<file path="src/rtl/galaga_pkg.sv">
// Shared types and constants for the Galaga display pipeline.
package galaga_pkg;

    typedef logic [9:0] coord_t;

    localparam int unsigned H_ACTIVE = 640;
    localparam int unsigned V_ACTIVE = 480;

    typedef logic [7:0] cool_t;

    typedef struct packed {
        logic   valid;
        coord_t x;
        coord_t y;
    } slot_t;

    // True when p lies in [lo, lo+len); widened to 11 bits so lo+len cannot wrap.
    function automatic logic in_span(coord_t p, coord_t lo, int unsigned len);
        return ({1'b0, p} >= {1'b0, lo}) && ({1'b0, p} < ({1'b0, lo} + 11'(len)));
    endfunction

endpackage

</file>
<file path="src/rtl/projectile_engine_if.sv">
// Bus between the video/game logic and the projectile engine.
interface projectile_engine_if #(
    parameter int unsigned NSLOT = 4
);
    logic                  frame_tick;
    logic                  fire;
    galaga_pkg::coord_t    ship_x;
    galaga_pkg::coord_t    ship_y;
    galaga_pkg::coord_t    x;
    galaga_pkg::coord_t    y;
    logic                  pixel_on;
    logic [NSLOT-1:0]      active_mask;
    logic                  fire_accepted;

    modport master (
        output frame_tick, fire, ship_x, ship_y, x, y,
        input  pixel_on, active_mask, fire_accepted
    );

    modport slave (
        input  frame_tick, fire, ship_x, ship_y, x, y,
        output pixel_on, active_mask, fire_accepted
    );
endinterface

</file>
<file path="src/rtl/projectile_slot.sv">
// One projectile: position/valid state, per-frame move and retire, launch load, hit test.
module projectile_slot
    import galaga_pkg::*;
#(
    parameter int unsigned SPEED = 4,
    parameter int unsigned PW    = 2,
    parameter int unsigned PH    = 6
) (
    input  logic   clk,
    input  logic   reset,
    input  logic   tick_i,
    input  logic   load_i,
    input  coord_t load_x_i,
    input  coord_t load_y_i,
    input  coord_t x_i,
    input  coord_t y_i,
    output logic   valid_o,
    output logic   free_o,
    output logic   hit_o
);

    slot_t slot_q, slot_d;
    logic  retire;

    // A live shot too close to the top to move a full step leaves the screen this tick.
    assign retire = slot_q.valid && (slot_q.y < coord_t'(SPEED));

    // Next state: move or retire on the tick; a load overrides, so a fresh shot does not move.
    always_comb begin
        slot_d = slot_q;
        if (tick_i) begin
            if (slot_q.valid) begin
                if (retire) begin
                    slot_d.valid = 1'b0;
                end else begin
                    slot_d.y = slot_q.y - coord_t'(SPEED);
                end
            end
            if (load_i) begin
                slot_d.valid = 1'b1;
                slot_d.x     = load_x_i;
                slot_d.y     = load_y_i;
            end
        end
    end

    // Slot state register.
    always_ff @(posedge clk or posedge reset) begin
        if (reset) begin
            slot_q <= '0;
        end else begin
            slot_q <= slot_d;
        end
    end

    assign valid_o = slot_q.valid;
    // Free for a launch on this tick, counting a slot that retires on the same tick.
    assign free_o  = ~slot_q.valid | retire;
    assign hit_o   = slot_q.valid & in_span(x_i, slot_q.x, PW) & in_span(y_i, slot_q.y, PH);

endmodule

</file>
<file path="src/rtl/projectile_engine.sv">
// Multi-slot projectile engine: fire edge detect, launch arbitration, cooldown, pixel hit.
module projectile_engine
    import galaga_pkg::*;
#(
    parameter int unsigned NSLOT    = 4,
    parameter int unsigned SPEED    = 4,
    parameter int unsigned COOLDOWN = 8,
    parameter int unsigned PW       = 2,
    parameter int unsigned PH       = 6,
    parameter int unsigned XOFF     = 4
) (
    input logic                clk,
    input logic                reset,
    projectile_engine_if.slave bus
);

    logic             fire_prev_q, fire_prev_d;
    cool_t            cool_q, cool_d;
    logic             pixel_on_q, pixel_on_d;
    logic [NSLOT-1:0] valid;
    logic [NSLOT-1:0] free;
    logic [NSLOT-1:0] hit;
    logic [NSLOT-1:0] load_sel;
    logic             fire_req;
    logic             launch;
    coord_t           load_x;
    coord_t           load_y;

    assign fire_req = bus.fire & ~fire_prev_q;
    assign launch   = bus.frame_tick & fire_req & (cool_q == '0)
                    & (bus.ship_y >= coord_t'(PH)) & (|free);
    assign load_x   = bus.ship_x + coord_t'(XOFF);
    assign load_y   = bus.ship_y - coord_t'(PH);

    // Lowest-index free slot receives the launch.
    always_comb begin
        logic found;
        found    = 1'b0;
        load_sel = '0;
        for (int i = 0; i < NSLOT; i++) begin
            if (free[i] && !found) begin
                load_sel[i] = launch;
                found       = 1'b1;
            end
        end
    end

    for (genvar g = 0; g < NSLOT; g++) begin : g_slot
        projectile_slot #(
            .SPEED (SPEED),
            .PW    (PW),
            .PH    (PH)
        ) u_slot (
            .clk      (clk),
            .reset    (reset),
            .tick_i   (bus.frame_tick),
            .load_i   (load_sel[g]),
            .load_x_i (load_x),
            .load_y_i (load_y),
            .x_i      (bus.x),
            .y_i      (bus.y),
            .valid_o  (valid[g]),
            .free_o   (free[g]),
            .hit_o    (hit[g])
        );
    end

    // Next state: fire key sampled and cooldown stepped only on frame ticks.
    always_comb begin
        fire_prev_d = fire_prev_q;
        cool_d      = cool_q;
        pixel_on_d  = |hit;
        if (bus.frame_tick) begin
            fire_prev_d = bus.fire;
            if (launch) begin
                cool_d = cool_t'(COOLDOWN);
            end else if (cool_q != '0) begin
                cool_d = cool_q - cool_t'(1);
            end
        end
    end

    // Control registers; fire_prev resets high so a key held through reset does not fire.
    always_ff @(posedge clk or posedge reset) begin
        if (reset) begin
            fire_prev_q <= 1'b1;
            cool_q      <= '0;
            pixel_on_q  <= 1'b0;
        end else begin
            fire_prev_q <= fire_prev_d;
            cool_q      <= cool_d;
            pixel_on_q  <= pixel_on_d;
        end
    end

    assign bus.pixel_on      = pixel_on_q;
    assign bus.active_mask   = valid;
    assign bus.fire_accepted = launch;

endmodule

</file>
<file path="src/flat_wrapper.sv">
// flat-port wrapper written by rule: the top's interface ports become plain ports
module projectile_engine_flat import galaga_pkg::*;
#(
    parameter int unsigned NSLOT    = 4,
    parameter int unsigned SPEED    = 4,
    parameter int unsigned COOLDOWN = 8,
    parameter int unsigned PW       = 2,
    parameter int unsigned PH       = 6,
    parameter int unsigned XOFF     = 4
)
  (clk, reset, bus_frame_tick, bus_fire, bus_ship_x, bus_ship_y, bus_x, bus_y, bus_pixel_on, bus_active_mask, bus_fire_accepted);
  projectile_engine_if #(.NSLOT(NSLOT)) bus_i ();
  input logic clk;
  input logic reset;
  input wire logic [$bits(bus_i.frame_tick)-1:0] bus_frame_tick;
  input wire logic [$bits(bus_i.fire)-1:0] bus_fire;
  input wire logic [$bits(bus_i.ship_x)-1:0] bus_ship_x;
  input wire logic [$bits(bus_i.ship_y)-1:0] bus_ship_y;
  input wire logic [$bits(bus_i.x)-1:0] bus_x;
  input wire logic [$bits(bus_i.y)-1:0] bus_y;
  output wire logic [$bits(bus_i.pixel_on)-1:0] bus_pixel_on;
  output wire logic [$bits(bus_i.active_mask)-1:0] bus_active_mask;
  output wire logic [$bits(bus_i.fire_accepted)-1:0] bus_fire_accepted;
  assign bus_i.frame_tick = bus_frame_tick;
  assign bus_i.fire = bus_fire;
  assign bus_i.ship_x = bus_ship_x;
  assign bus_i.ship_y = bus_ship_y;
  assign bus_i.x = bus_x;
  assign bus_i.y = bus_y;
  assign bus_pixel_on = bus_i.pixel_on;
  assign bus_active_mask = bus_i.active_mask;
  assign bus_fire_accepted = bus_i.fire_accepted;
  projectile_engine #(.NSLOT(NSLOT), .SPEED(SPEED), .COOLDOWN(COOLDOWN), .PW(PW), .PH(PH), .XOFF(XOFF)) u_core (.clk(clk), .reset(reset), .bus(bus_i));
endmodule
</file>
<file path="config.mk">
export PLATFORM = sky130hd
export DESIGN_NAME = projectile_engine_flat
export DESIGN_NICKNAME = d
export VERILOG_FILES = /design/src/rtl/galaga_pkg.sv /design/src/rtl/projectile_engine_if.sv /design/src/rtl/projectile_slot.sv /design/src/rtl/projectile_engine.sv /design/src/flat_wrapper.sv
export SDC_FILE = /design/constraint.sdc
export NUM_CORES = 1
export LEC_CHECK = 0
export ABC_AREA = 1
export CAP_MARGIN = 5
export CELL_PAD_IN_SITES_DETAIL_PLACEMENT = 1
export CELL_PAD_IN_SITES_GLOBAL_PLACEMENT = 2
export CORE_MARGIN = 5
export CORE_UTILIZATION = 25
export DETAILED_ROUTE_END_ITERATION = 10
export MAX_ROUTING_LAYER = met4
export PLACE_DENSITY_LB_ADDON = 0.25
export SETUP_SLACK_MARGIN = 0.5
export SYNTH_ARGS = -nofsm -noshare
export SYNTH_HDL_FRONTEND = slang
export SYNTH_SLANG_ARGS = --single-unit
export TNS_END_PERCENT = 50
</file>
<file path="constraint.sdc">
create_clock -name clk -period 3.25 [get_ports clk]
set_input_delay 0.4875 -clock clk [delete_from_list [all_inputs] [get_ports clk]]
set_output_delay 0.4875 -clock clk [all_outputs]
set_load 0.02 [all_outputs]
</file>
==> metrics, run 1 <==
Port Buf Inserts=49; Final Non-Filler Cells=2058; critical path launch point=u_core.cool_q[0]; Cell Int Power=2858 uW; Gate Count Post-Synth=1449; Rel. slew slack=57.66%; CTS Buf Count=9; Slew @ Worst Pin=633.1 ps; H-tree depth=3; dpl cells=2030; IO Pins=50; post-place instance area=11360 um^2; Crit. End Element=primary output; # fillers=4959; slowest CP cell=dfrtp_1; Sw Ratio=38.43%; critical path, cell by cell=inv_1, ha_1, nand2_1, nor2_2, nand3_2, nor2_4, nand2_2, inv_4, nand2_2, inv_1, clkdlybuf4s15_2; CTS Hold Bufs=0; worst min-delay path class=in -> async; Final Cycle Share=80.56%; Worst-Skew Late Latency=380 ps; Post-Synthesis Cell Area=10110 um^2; worst path bufs/invs=4; Startpoint Class=flop; Pre-Repair DR Iteration Count=5; largest net degree at the start of global routing=48; pwr dens=388.5 nW/um^2; DRT Wirelength=34890 um; All-Layer GR Usage=16.48%; grt ovf=0; area share of the largest cell type after synthesis=23.01%; RSZ-0062 raised after global routing=yes; Ys Warns=0; synth unique cells=38; clk buf depth=2; CP max FO=3; Setup-failing EPs final=0; Die Ht=211.1 um; Avg Synthesized Cell Area=6.979 um^2; 1st-iter DRT viols=410; max incr delay on CP=380 ps; first-pass GRT wire length=55750 um; Post-synth ARST share=100.0%; synth-to-layout area growth=18.15%; CTS tree=done; via count=9399; fin util=29.93%; Yosys top cell by area=dfrtp_1; nets=1747; outcome=finished, final reports clean; antenna violations before repair=0; Avg WL per Cell=16.95 um; chip width=211.1 um; Area contributors post-synth=dfrtp_1 23%, ha_1 22%, nand2_1 15%; Gate power share=38.6%; vias in the first global route=10.08k; VDD IR max=0.2695 mV; final hold violation count=0; Critical R2R Launch=u_core.g_slot[2].u_slot.slot_q[1]; fraction of layout cells with a size suffix above 1=9.198%; Core Rows=73; Final Max Slew Viols=0; Inserted Diodes=0; dpl hpwl=27820 um; Required @ worst endpoint=2760 ps; sequential element share of the synthesized area=23.27%; Max-Cap Viols=0; #FFs+latches synth=94; CTS Sinks=94; floorplan core area=39910 um^2; Die ar.=44570 um^2; post-route ant nets=0; Power, Total=4642 uW; part of the power in registers=32.8%; Post-synth top cells=413 x nand2_1, 187 x inv_1, 175 x ha_1, 138 x nor2_1, 93 x dfrtp_1; GP Congestion=0.8136; Syn Nets=1668; ys flop type=dfrtp_1; post-layout min period=2618 ps; setup tns final=0 ps; Crit Path Class=reg -> out; number of synthesized flops with an enable pin=0; Worst Path Arrival=2130 ps; most frequent cell after synthesis=nand2_1; initial core utilization=25.33%; DR vias/cell=4.567; fin area=11950 um^2; delay-heaviest family, CP=simple AND/OR/NAND/NOR gates; Root Buffer=clkbuf_16; maximum clock frequency=381.9 MHz; DRC=0; clock share of power=28.5%; Leak=0.005784 uW; Clock Skew=16.72 ps; clock slew at reported path FFs=80 ps; P_sw=1784 uW
==> per-layer routing <==
metal / global-route usage (%) / vias up / share of wire (%)
li1: - / 4830 / -
met1: 20.50 / 4454 / 47
met2: 28.68 / 90 / 49
met3: 1.767 / 25 / 2.1
met4: 4.069 / 0 / 1.8
met5: - / - / 0
==> flip-flops by register name (all words and copies together), names as in the netlist <==
name and cells:
u_core.g_slot.u_slot.valid_o 4, u_core.fire_prev_q 1, u_core.bus.pixel_on 1, u_core.g_slot.u_slot.slot_q 80, u_core.cool_q 8
==> cells by family (layout without fill, tap and decap cells) <==
kind of cell             count (synthesis)  in the layout  synth area share (%)
AND/OR/NAND/NOR                        723            723                 30.34
AO/OA/AOI/OAI                          161            161                 9.218
XOR/XNOR                                75             75                 6.496
adder cells (fa/ha/maj)                175            175                 21.65
buffers and inverters                  221            305                 9.020
flip-flops                              94             94                 23.27
==> power by group through the flow <==
stage | Clock (uW) | Combinational [uW] | Sequential [uW]
finish | 1330 | 1790 | 1520
global route | 1420 | 2100 | 1550
CTS | 1380 | 1770 | 1520
detailed placement | 0 | 1740 | 1540
global placement | 0 | 1690 | 1540
floorplan | 0 | 1210 | 1480
==> per-stage QoR <==
stage	hold WS [ps]	worst slack, ps
after CTS	468.8	480.6
after global routing	486.2	474.8
after floorplan	444.2	912.6
after detailed placement	458.0	366.3
after global placement	462.2	373.2
final	466.2	631.7
==> cell usage in the layout (no fill, tap or decap), types with 3 or more instances in the layout <==
master / instances
nand2_1: 412
inv_1: 174
ha_1: 170
nor2_1: 131
dfrtp_1: 92
nand3_1: 83
xor2_1: 67
clkdlybuf4s50_1: 48
buf_4: 44
a21oi_1: 43
o21ai_1: 39
o21ai_0: 39
nand4_1: 27
nor3_1: 19
inv_2: 17
nand3b_1: 13
o21ai_2: 12
nor2_2: 10
clkbuf_16: 9
nand3_2: 8
xnor2_1: 8
o21a_1: 8
o211ai_1: 7
a21o_1: 6
nand2_2: 5
nor2_4: 3
o21ai_4: 3
nand2_4: 3
ha_2: 3
bufinv_16: 3
==> path summary, 6_finish.rpt <==
kind                       slack, ps                                end  cells after the start
hold / removal                   470  u_core.g_slot[1].u_slot.slot_q[0]                      2
setup reg to reg                 690                u_core.bus.pixel_on                     16
setup / recovery                 630                  bus_fire_accepted                     11
min in group clk                 470                 u_core.fire_prev_q                      2
max in group asynchronous       2050                 u_core.fire_prev_q                      3
hold reg to reg                  470                 u_core.fire_prev_q                      2
==> what timing repair did <==
item,4_1_cts,5_1_grt
cloned,0,0
endpoints found under the setup margin,2,2
resized for setup,14,37
buffers inserted,2,10
pin swaps,2,8
==> area by class of cell <==
class | instances | area, um^2 | area share [%]
Sequential cell | 94 | 2355 | 19.71
Multi-Input combinational cell | 1134 | 6987 | 58.48
Inverter | 194 | 737.0 | 6.168
Timing Repair Buffer | 95 | 862.1 | 7.215
Tap cell | 525 | 656.9 | 5.498
Clock inverter | 3 | 90.09 | 0.7540
Clock buffer | 13 | 260.3 | 2.178
No activity file was read; power rests on OpenSTA's default activity.
==> inputs of run 2 (changes only) <==
- clock period: 3.25 -> 2.3 ns (I/O delays scaled with it)
==> run 2 against run 1 <==
The run now ends with setup timing left. Worst hold slack improved by 10 ps. Cell count is 9.5% higher. Worst setup slack worse by 800 ps. Clock-buffer cell count decreased by 4. First-iteration DRC count down 21%. Non-clock buffer count is 196 higher. Global-route usage up 1.2 points. Via count is 10% higher. Combinational power is 94% higher. Critical path depth grew 5. Routed wire length up 10%. Sequential cell count did not move. Critical endpoint is now u_core.bus.pixel_on. Largest cell class unchanged.
==> metrics, run 2 (same netlist as run 1, synthesis figures left out) <==
Avg WL per Cell=17.02 um (+0.41%); failing checks=setup timing; Final Cycle Share=107.3%; RSZ-0062 raised after global routing=yes; Startpoint Class=flop; Die Ht=211.1 um (unchanged); Required @ worst endpoint=2560 ps (-200 ps); dpl hpwl=28910 um (+3.9%); Power, Total=7196 uW (+55%); via count=10.37k (+10%); Inserted Diodes=0 (unchanged); worst hold endpoint=u_core.fire_prev_q; Setup-failing EPs final=1 (+1); largest net degree at the start of global routing=95 (+98%); Largest register FFs=80 (unchanged); setup ws final=-168.5 ps (-800.2 ps); post-place setup slack=-461.7 ps (-828.0 ps); Crit. End Element=flop; maximum clock frequency=405.1 MHz; Pre-Repair DR Iteration Count=4 (-1); DRC=0 (unchanged); CTS Buf Count=9 (unchanged); fraction of layout cells with a size suffix above 1=29.09% (+20 points); Worst Path Arrival=2730 ps (+600 ps); CTS tree=done; hold depth=2; chip width=211.1 um (unchanged); CTS Sinks=94 (unchanged); Core Rows=73 (unchanged); CTS Hold Bufs=0 (unchanged); first-pass GRT wire length=60510 um (+8.5%); Hold WS=476.3 ps (+10.11 ps); pwr dens=484.7 nW/um^2 (+25%); most frequent cells in the layout=309 x nand2_1, 181 x buf_4, 175 x inv_1; clock slew at reported path FFs=90 ps (about the same); Clock Skew=20.87 ps (+4.148 ps); vias in the first global route=11.06k (+9.8%); post-layout min period=2468 ps; final hold violation count=0 (unchanged); CP max FO=4 (+1); Slew @ Worst Pin=581.7 ps (-51.46 ps); 1st-iter DRT viols=322 (-21%); VDD IR max=0.4068 mV (+51%); most common cell after layout, fill and taps aside=nand2_1; part of the power in registers=28.8% (-4.0 points); internal reg-to-reg setup slack=-170 ps (-860 ps); initial core utilization=25.33% (unchanged); All-Layer GR Usage=17.71% (+1.2 points); reg2reg path depth=16 (unchanged); reg-to-reg endpoint=u_core.bus.pixel_on; Biggest register=u_core.g_slot.u_slot.slot_q; clk buf depth=2 (unchanged); post-route ant nets=0 (unchanged); nets=1943 (+11%); Root Buffer=clkbuf_16; hold_sp=u_core.fire_prev_q; Critical R2R Launch=u_core.g_slot[3].u_slot.slot_q[2]; synth-to-layout area growth=46.81%; clock share of power=22.9% (-5.6 points); Sw Ratio=41.57% (+3.1 points); floorplan core area=39910 um^2 (unchanged); Worst-Skew Late Latency=390 ps (about the same); H-tree depth=3 (unchanged); Final Non-Filler Cells=2254 (+9.5%); Cell Int Power=4204 uW (+47%); Max-Cap Viols=0 (unchanged); worst min-delay path class=reg -> reg; # fillers=4854 (-2.1%); DR vias/cell=4.602 (+0.78%); Leak=0.007142 uW (+23%); Die ar.=44570 um^2 (unchanged); Rel. slew slack=61.22% (+3.6 points); outcome=finished with violations; antenna violations before repair=0 (unchanged); Final Max Slew Viols=0 (unchanged); grt ovf=0 (unchanged); Crit Path Class=reg -> reg; Port Buf Inserts=49 (unchanged); IO Pins=50 (unchanged); GP Congestion=0.8285 (+1.8%); P_sw=2992 uW (+68%); DRT Wirelength=38370 um (+10%); Gate power share=48.3% (+9.7 points); dpl cells=2179 (+7.3%)
run 2: area by class of cell:
class / instances / area, um^2 / area share [%]
multi-input cells: 1134 / 7850 / 52.88
well taps: 525 / 656.9 / 4.425
clock buffers: 9 / 225.2 / 1.517
clock inverters: 7 / 71.32 / 0.4804
inverters: 194 / 752.0 / 5.065
flip-flops and latches: 94 / 2356 / 15.87
repair buffers: 291 / 2934 / 19.76
run 2: timing repair:
item                                    CTS  global route
endpoints found under the setup margin   92            87
resized for setup                       235           117
cloned                                    9             4
pin swaps                                79            79
buffers inserted                         33            13
run 2: how the worst max path moves through the flow:
stage                     depth (start not counted)                         startpoint             endpoint
after floorplan                                  15  u_core.g_slot[3].u_slot.slot_q[1]  u_core.bus.pixel_on
after global placement                           15  u_core.g_slot[3].u_slot.slot_q[2]  u_core.bus.pixel_on
final                                            16  u_core.g_slot[3].u_slot.slot_q[2]  u_core.bus.pixel_on
after detailed placement                         15  u_core.g_slot[3].u_slot.slot_q[2]  u_core.bus.pixel_on
after CTS                                        15  u_core.g_slot[3].u_slot.slot_q[2]  u_core.bus.pixel_on
after global routing                             18  u_core.g_slot[2].u_slot.slot_q[2]  u_core.bus.pixel_on
run 2: metrics by stage:
stage	instance area [um^2]	setup TNS, ps	util [%]
after floorplan	10120	-37.45	-
after global placement	12650	-1608	31.68
after CTS	14210	-186.8	35.59
after global routing	14850	-435.3	37.19
final	14850	-168.5	37.19
after detailed placement	12650	-4149	31.68
run 2: power by group through the flow:
stage | Sequential (uW) | Combinational [uW] | Clock [uW]
floorplan | 2090 | 1710 | 0
CTS | 2060 | 3340 | 1700
finish | 2070 | 3480 | 1650
global placement | 2070 | 2930 | 0
detailed placement | 2080 | 3010 | 0
global route | 2100 | 3950 | 1750
run 2: critical path: stages, from the launching register on:
cell and delay (ps):
dfrtp_1 370, inv_2 80, ha_4 160, or2_4 260
nor2_4 110, nand3_2 100, buf_6 130, xor2_1 140
ha_1 290, nand2_2 60, buf_4 130, nor2_1 100
nand3_1 80, nand3_1 100, nor2_2 50, nor2_2 130
nand2_1 70
run 2: metal layers:
layer  track usage, %  vias to the layer above  wire (um)
met1            22.26                     4993      17750
met2            31.02                       91      19230
li1                 -                     5251          -
met4            3.599                        0        781
met3            1.767                       39        613
met5                -                        -          0
==> inputs of run 3 (changes only) <==
- ABC_CLOCK_PERIOD_IN_PS: default -> 2300
==> results of run 3 <==
Final layout, timing and power as in run 2 (identical DEF).
